<file path="config.mk">
export PLATFORM = sky130hd
export DESIGN_NAME = sync_fifo_param_flat
export DESIGN_NICKNAME = d
export VERILOG_FILES = /design/src/rtl/sync_fifo_param_pkg.sv /design/src/rtl/sync_fifo_param_if.sv /design/src/rtl/sync_fifo_param_mem.sv /design/src/rtl/sync_fifo_param.sv /design/src/flat_wrapper.sv
export SDC_FILE = /design/constraint.sdc
export NUM_CORES = 1
export LEC_CHECK = 0
export CAP_MARGIN = 15
export CORE_MARGIN = 5
export CORE_UTILIZATION = 35
export CTS_BUF_LIST = sky130_fd_sc_hd__clkbuf_8
export CTS_CLUSTER_DIAMETER = 150
export CTS_CLUSTER_SIZE = 16
export DETAILED_ROUTE_END_ITERATION = 6
export PLACE_DENSITY_LB_ADDON = 0.05
export SLEW_MARGIN = 20
export SYNTH_ARGS = -nofsm -noshare
export SYNTH_HDL_FRONTEND = slang
export SYNTH_SLANG_ARGS = --single-unit
</file>
<file path="constraint.sdc">
create_clock -name clk -period 8.56 [get_ports clk]
set_input_delay 1.712 -clock clk [delete_from_list [all_inputs] [get_ports clk]]
set_output_delay 1.712 -clock clk [all_outputs]
set_load 0.01 [all_outputs]
</file>
<file path="src/rtl/sync_fifo_param_pkg.sv">
// Shared constants and elaboration-time helpers for the
// parametrised synchronous FIFO.
package fifo_pkg;

  localparam int DEF_DATA_W = 8;
  localparam int DEF_DEPTH  = 16;

  function automatic int clog2(input int v);
    int r;
    r = 0;
    while ((1 << r) < v) r++;
    return r;
  endfunction

  function automatic bit is_pow2(input int v);
    return (v >= 2) && ((v & (v - 1)) == 0);
  endfunction

  function automatic bit params_ok(
    input int depth,
    input int ae,
    input int af
  );
    return is_pow2(depth) && (ae < af) && (af <= depth);
  endfunction

endpackage

</file>
<file path="src/rtl/sync_fifo_param_if.sv">
// Producer/consumer bundle for sync_fifo_param.
// master = user side, slave = FIFO side.
interface fifo_if
  import fifo_pkg::*;
#(
  parameter int DATA_W = DEF_DATA_W,
  parameter int DEPTH  = DEF_DEPTH
);

  localparam int CW = clog2(DEPTH) + 1;

  logic              clr;
  logic              wr_en;
  logic [DATA_W-1:0] data_in;
  logic              rd_en;
  logic [DATA_W-1:0] data_out;
  logic              full;
  logic              empty;
  logic              almost_full;
  logic              almost_empty;
  logic [CW-1:0]     count;
  logic              overflow;
  logic              underflow;

  modport master (
    output clr, wr_en, data_in, rd_en,
    input  data_out, full, empty,
    input  almost_full, almost_empty,
    input  count, overflow, underflow
  );

  modport slave (
    input  clr, wr_en, data_in, rd_en,
    output data_out, full, empty,
    output almost_full, almost_empty,
    output count, overflow, underflow
  );

endinterface

</file>
<file path="src/rtl/sync_fifo_param_mem.sv">
// Simple dual-port register array with a registered,
// reset-to-zero read port that holds when not read.
module fifo_mem
  import fifo_pkg::*;
#(
  parameter int DATA_W = DEF_DATA_W,
  parameter int DEPTH  = DEF_DEPTH,
  localparam int AW    = clog2(DEPTH)
) (
  input  logic              clk,
  input  logic              rst_n,
  input  logic              we,
  input  logic [AW-1:0]     waddr,
  input  logic [DATA_W-1:0] wdata,
  input  logic              re,
  input  logic [AW-1:0]     raddr,
  output logic [DATA_W-1:0] rdata
);

  logic [DATA_W-1:0] mem_q [DEPTH];
  logic [DATA_W-1:0] rdata_q;
  logic [DATA_W-1:0] rdata_d;

  always_ff @(posedge clk) begin
    if (we) mem_q[waddr] <= wdata;
  end

  always_comb begin
    rdata_d = rdata_q;
    if (re) rdata_d = mem_q[raddr];
  end

  always_ff @(posedge clk or negedge rst_n) begin
    if (!rst_n) rdata_q <= '0;
    else        rdata_q <= rdata_d;
  end

  assign rdata = rdata_q;

endmodule

</file>
<file path="src/rtl/sync_fifo_param.sv">
// Parametrised single-clock FIFO: pointers, occupancy,
// registered status flags and error pulses around fifo_mem.
module sync_fifo_param
  import fifo_pkg::*;
#(
  parameter int DATA_W    = DEF_DATA_W,
  parameter int DEPTH     = DEF_DEPTH,
  parameter int AF_THRESH = DEPTH - 2,
  parameter int AE_THRESH = 2
) (
  input  logic clk,
  input  logic rst_n,
  fifo_if.slave bus
);

  localparam int AW = clog2(DEPTH);
  localparam int PW = AW + 1;

  if (!params_ok(DEPTH, AE_THRESH, AF_THRESH)) begin : g_bad_params
    $error("sync_fifo_param: illegal DEPTH/threshold parameters");
  end

  logic [PW-1:0] wptr_q, wptr_d;
  logic [PW-1:0] rptr_q, rptr_d;
  logic [PW-1:0] count_q, count_d;
  logic          full_q, full_d;
  logic          empty_q, empty_d;
  logic          af_q, af_d;
  logic          ae_q, ae_d;
  logic          ovf_q, ovf_d;
  logic          unf_q, unf_d;
  logic          wr_acc, rd_acc;
  logic          mem_we, mem_re;

  // A full FIFO still takes a write when a read frees a slot
  assign rd_acc = bus.rd_en && !empty_q;
  assign wr_acc = bus.wr_en && (!full_q || rd_acc);
  assign mem_we = wr_acc && !bus.clr;
  assign mem_re = rd_acc && !bus.clr;

  always_comb begin
    wptr_d  = wptr_q;
    rptr_d  = rptr_q;
    count_d = count_q;
    ovf_d   = 1'b0;
    unf_d   = 1'b0;
    if (bus.clr) begin
      wptr_d  = '0;
      rptr_d  = '0;
      count_d = '0;
    end else begin
      if (wr_acc) wptr_d = wptr_q + 1'b1;
      if (rd_acc) rptr_d = rptr_q + 1'b1;
      unique case (1'b1)
        (wr_acc && !rd_acc): count_d = count_q + 1'b1;
        (rd_acc && !wr_acc): count_d = count_q - 1'b1;
        default:             count_d = count_q;
      endcase
      ovf_d = bus.wr_en && !wr_acc;
      unf_d = bus.rd_en && !rd_acc;
    end
    full_d  = (count_d == PW'(DEPTH));
    empty_d = (count_d == '0);
    af_d    = (count_d >= PW'(AF_THRESH));
    ae_d    = (count_d <= PW'(AE_THRESH));
  end

  always_ff @(posedge clk or negedge rst_n) begin
    if (!rst_n) begin
      wptr_q  <= '0;
      rptr_q  <= '0;
      count_q <= '0;
      full_q  <= 1'b0;
      empty_q <= 1'b1;
      af_q    <= 1'b0;
      ae_q    <= 1'b1;
      ovf_q   <= 1'b0;
      unf_q   <= 1'b0;
    end else begin
      wptr_q  <= wptr_d;
      rptr_q  <= rptr_d;
      count_q <= count_d;
      full_q  <= full_d;
      empty_q <= empty_d;
      af_q    <= af_d;
      ae_q    <= ae_d;
      ovf_q   <= ovf_d;
      unf_q   <= unf_d;
    end
  end

  fifo_mem #(
    .DATA_W (DATA_W),
    .DEPTH  (DEPTH)
  ) u_mem (
    .clk   (clk),
    .rst_n (rst_n),
    .we    (mem_we),
    .waddr (wptr_q[AW-1:0]),
    .wdata (bus.data_in),
    .re    (mem_re),
    .raddr (rptr_q[AW-1:0]),
    .rdata (bus.data_out)
  );

  assign bus.count        = count_q;
  assign bus.full         = full_q;
  assign bus.empty        = empty_q;
  assign bus.almost_full  = af_q;
  assign bus.almost_empty = ae_q;
  assign bus.overflow     = ovf_q;
  assign bus.underflow    = unf_q;

endmodule

</file>
<file path="src/flat_wrapper.sv">
// flat-port wrapper written by rule: the top's interface ports become plain ports
module sync_fifo_param_flat import fifo_pkg::*;
#(
  parameter int DATA_W    = DEF_DATA_W,
  parameter int DEPTH     = DEF_DEPTH,
  parameter int AF_THRESH = DEPTH - 2,
  parameter int AE_THRESH = 2
)
  (clk, rst_n, bus_clr, bus_wr_en, bus_data_in, bus_rd_en, bus_data_out, bus_full, bus_empty, bus_almost_full, bus_almost_empty, bus_count, bus_overflow, bus_underflow);
  fifo_if #(.DATA_W(DATA_W), .DEPTH(DEPTH)) bus_i ();
  input  logic clk;
  input  logic rst_n;
  input wire logic [$bits(bus_i.clr)-1:0] bus_clr;
  input wire logic [$bits(bus_i.wr_en)-1:0] bus_wr_en;
  input wire logic [$bits(bus_i.data_in)-1:0] bus_data_in;
  input wire logic [$bits(bus_i.rd_en)-1:0] bus_rd_en;
  output wire logic [$bits(bus_i.data_out)-1:0] bus_data_out;
  output wire logic [$bits(bus_i.full)-1:0] bus_full;
  output wire logic [$bits(bus_i.empty)-1:0] bus_empty;
  output wire logic [$bits(bus_i.almost_full)-1:0] bus_almost_full;
  output wire logic [$bits(bus_i.almost_empty)-1:0] bus_almost_empty;
  output wire logic [$bits(bus_i.count)-1:0] bus_count;
  output wire logic [$bits(bus_i.overflow)-1:0] bus_overflow;
  output wire logic [$bits(bus_i.underflow)-1:0] bus_underflow;
  assign bus_i.clr = bus_clr;
  assign bus_i.wr_en = bus_wr_en;
  assign bus_i.data_in = bus_data_in;
  assign bus_i.rd_en = bus_rd_en;
  assign bus_data_out = bus_i.data_out;
  assign bus_full = bus_i.full;
  assign bus_empty = bus_i.empty;
  assign bus_almost_full = bus_i.almost_full;
  assign bus_almost_empty = bus_i.almost_empty;
  assign bus_count = bus_i.count;
  assign bus_overflow = bus_i.overflow;
  assign bus_underflow = bus_i.underflow;
  sync_fifo_param #(.DATA_W(DATA_W), .DEPTH(DEPTH), .AF_THRESH(AF_THRESH), .AE_THRESH(AE_THRESH)) u_core (.clk(clk), .rst_n(rst_n), .bus(bus_i));
endmodule
</file>
==> summary.md <==
| Metric | Value |
|---|---|
| Design area | 0.00732 mm^2 |
| Fin crit share | 48.8% |
| Post-Synthesis Cells | 383 |
| Drt wl/cell | 21.3 um |
| Avg Vias per Cell | 5.05 |
| Slew @ Worst Pin | 1.09 ns |
| Final Setup Violations | 0 |
| GRT Total Usage | 14.4% |
| Combinational share of power | 17.3% |
| Clk slew on worst S/H paths | 0.08 ns |
| Htree depth | 4 |
| Critical Path Slowest Stage Cell | nor2_1 |
| Worst Path Buf+Inv | 2 |
| Worst-path cell chain | clkdlybuf4s50_1, inv_1, nand2_1, a21oi_1, nand2_1, nor2_1 |
| Ports | 32 |
| CP delay by family, top | simple AND/OR/NAND/NOR gates |
| CTS tree | yes |
| Post-Syn Nets | 404 |
| Status | completed |
| Worst hold path type | flop to flop |
| Worst setup path end | u_core.u_mem.mem_q[7][1]$_DFFE_PP_ |
| Die H | 145 um |
| Final wirelength | 14100 um |
| TNS Setup | 0 ns |
| Clk_skew | 0.0115 ns |
| DRC | 0 |
| Area grow syn2layout | 15.4% |
| Die area | 0.0209 mm^2 |
| Final ANT Viol Nets | 0 |
| Row Count | 49 |
| Port Buf Inserts | 31 |
| Worst-path fanout max | 16 |
| YS warnings | 0 |
| Die X | 145 um |
| Critical Path RT | 8.63 ns |
| Yosys reg bits | 155 |
| Gr ovfl total | 0 |
| Critical R2R Launch | u_core.bus.empty$_DFF_PN1_ |
| Final Max Slew Viols | 0 |
| WP data arrival | 4.25 ns |
| Unrepaired setup endpoints after global routing | false |
| Min Tclk post-route | 4.18 ns |
| Hold path startpoint | u_core.u_mem.rdata[4]$_DFFE_PN0P_ |
| Max-cap check violation count | 0 |
| Ant diodes | 0 |
| Final Hold Vio Count | 0 |
| R2r setup slk | 5.60 ns |
| Post-synthesis cell area | 0.00634 mm^2 |
| Sw Ratio | 25.8% |
| Synth unique cells | 40 |
| Critical Path Start Type | primary input |
| Crit path kind | primary input to flop |
| Detailed router's first-iteration violation count | 215 |
| Root buffer cell | clkbuf_8 |
| Hold_buf cts | 0 |
| Tot Pwr | 1.77 mW |
| Peak VDD IR | 0.202 mV |
| Number of global-route vias before repair | 3427 |
| Fraction of layout cells with a size suffix above 1 | 17.1% |
| Reg2Reg Depth | 11 |
| CP max stage delay | 0.87 ns |
| Placeable Area | 0.0179 mm^2 |
| DRT Pass-1 Iters | 4 |
| Worst Setup End Kind | flop |
| Clk_lat worst skew | 0.46 ns |
| Clk pwr share | 32.2% |
| Fmax | 0.239 GHz |
| First-pass GRT wire length | 21400 um |
| HPWL Detailed | 9100 um |
| Crit Reg-Reg Endpoint | u_core.bus.almost_empty$_DFF_PN1_ |
| Vias | 3335 |
| Sequential power share | 50.5% |
| Max transition margin | 26.9% |
| Mean Syn Cell Area | 16.6 um^2 |
| Cell mode on critical path | nand2_1 |
| Seq/Total Area, Yosys | 71.3% |
| Nets | 440 |
| Starting Density | 35.4% |
| GP Congestion | 0.785 |
| Sw Pwr | 457 uW |
| Pwr dens | 241 mW/mm^2 |
| Worst Setup SP | bus_clr |
| Area after DPL | 0.00690 mm^2 |
| Clock buffer depth | 2 |
| Crit path depth | 6 |
| Antenna violations before repair | 0 |
| Pin count of the biggest net entering global routing | 48 |
| # resized after CTS | 0 |
| Internal Pwr Total | 1.31 mW |
| Hold_ws | 0.573 ns |
| Leakage power | 2.39 nW |
| Clock Sinks | 155 |
| Clock buffer count from CTS | 17 |
| Setup Buffers After CTS | 0 |
through the flow:
| stage | cells | util, % | worst slack [ns] |
|---|---|---|---|
| floorplan | 383 | - | 4.70 |
| global placement | 629 | 38.5 | 3.82 |
| detailed placement | 629 | 38.6 | 3.75 |
| CTS | 661 | 40.9 | 4.25 |
| global route | 661 | 40.9 | 4.21 |
| finish | 661 | 40.9 | 4.38 |
state kept, by name, indices dropped and copies added, names as in the netlist, 4 cells and up:
register / count
u_core.bus.count: 5
u_core.rptr_q: 4
u_core.u_mem.mem_q: 128
u_core.u_mem.rdata: 8
u_core.wptr_q: 4
logic make-up (layout without fill, tap and decap cells):
kind of cell	count (synthesis)	in the layout	synth area share, %
and+or+nand+nor	78	78	5.74
adders and majority gates	8	8	1.58
DFF	155	155	71.3
muxes	54	54	12.7
AOI/OAI and AO/OA	54	54	5.64
xor gates and xnor gates	10	10	1.38
buffers and inverters	24	73	1.64
layer usage:
metal / global-route usage, % / share of wire (%) / wire length, um
met3: 3.27 / 3.5 / 490
met4: 4.71 / 1.3 / 184
met5: 0 / 0 / 0
met2: 22.7 / 48 / 6740
met1: 19.9 / 47 / 6660
tightest hold or removal path: cells and delay by family, from the launching register on:
kind               cells  cell delay, ns
AOI/OAI and AO/OA      1            0.05
DFF                    1            0.39
and+or+nand+nor        1            0.10
how the worst min path moves through the flow:
stage / end / cells past startpoint
2_1_floorplan: u_core.rptr_q[3]$_DFFE_PN0P_ / 2
3_3_place_gp: u_core.rptr_q[3]$_DFFE_PN0P_ / 2
3_5_place_dp: u_core.u_mem.rdata[4]$_DFFE_PN0P_ / 2
4_1_cts: u_core.u_mem.rdata[4]$_DFFE_PN0P_ / 2
5_1_grt: u_core.bus.underflow$_DFF_PN0_ / 1
6_report: u_core.u_mem.rdata[4]$_DFFE_PN0P_ / 2
power by group through the flow:
stage / clock network, mW / logic (mW) / registers [mW]
finish: 0.569 / 0.307 / 0.892
global route: 0.617 / 0.340 / 0.898
CTS: 0.582 / 0.316 / 0.893
detailed placement: 0 / 0.315 / 0.910
global placement: 0 / 0.315 / 0.909
floorplan: 0 / 0.186 / 0.906
cells in the final DEF, fill, tap and decap left out, types with 3 or more instances in the layout:
cell type	n
clkdlybuf4s50_1	31
nor3_1	9
a21oi_1	14
o21ai_0	9
clkbuf_8	19
edfxtp_1	128
ha_1	8
nor2b_1	4
mux4_2	20
mux2_2	12
a211oi_1	10
o21bai_1	7
bufinv_16	3
nand2b_1	3
o22ai_1	6
nand3_1	5
inv_1	6
dfrtp_1	23
mux2i_1	22
buf_4	6
clkinvlp_4	5
nor2_1	33
nand2_1	13
xor2_1	6
xnor2_1	4
layout make-up:
class                      instances  area (um^2)
clock buffer                      19          262
clock inverter                    13          151
fill                            1610        10600
inverter                           4         15.0
multi-input combinational        204         1730
sequential                       155         4520
tap                              229          287
timing repair buffer              37          355
cells in the mapped netlist, drive strengths merged:
| master | number | area (um^2) |
|---|---|---|
| edfxtp | 128 | 3840 |
| nor2 | 33 | 124 |
| dfrtp | 25 | 626 |
| mux2i | 22 | 220 |
| mux4 | 20 | 450 |
| a21oi | 15 | 86.3 |
| nand2 | 13 | 48.8 |
| mux2 | 12 | 135 |
| nor3 | 11 | 55.1 |
| a211oi | 10 | 75.1 |
| buf | 10 | 51.3 |
| clkbuf | 10 | 37.5 |
| o21ai | 10 | 50.0 |
| ha | 8 | 100 |
| o21bai | 7 | 52.6 |
| o22ai | 6 | 37.5 |
| xor2 | 6 | 52.6 |
| nand3 | 5 | 25.0 |
| inv | 4 | 15.0 |
| nor2b | 4 | 25.0 |
| xnor2 | 4 | 35.0 |
| nand2b | 3 | 18.8 |
| and3 | 2 | 12.5 |
| dfstp | 2 | 52.6 |
| nor3b | 2 | 15.0 |
| or3 | 2 | 17.5 |
| a2111oi | 1 | 10.0 |
| a21o | 1 | 7.51 |
| a311o | 1 | 10.0 |
| a31o | 1 | 8.76 |
| a41o | 1 | 10.0 |
| and2 | 1 | 6.26 |
| nand4 | 1 | 6.26 |
| o311a | 1 | 10.0 |
| or4b | 1 | 10.0 |
No activity file was read; power rests on OpenSTA's default activity.
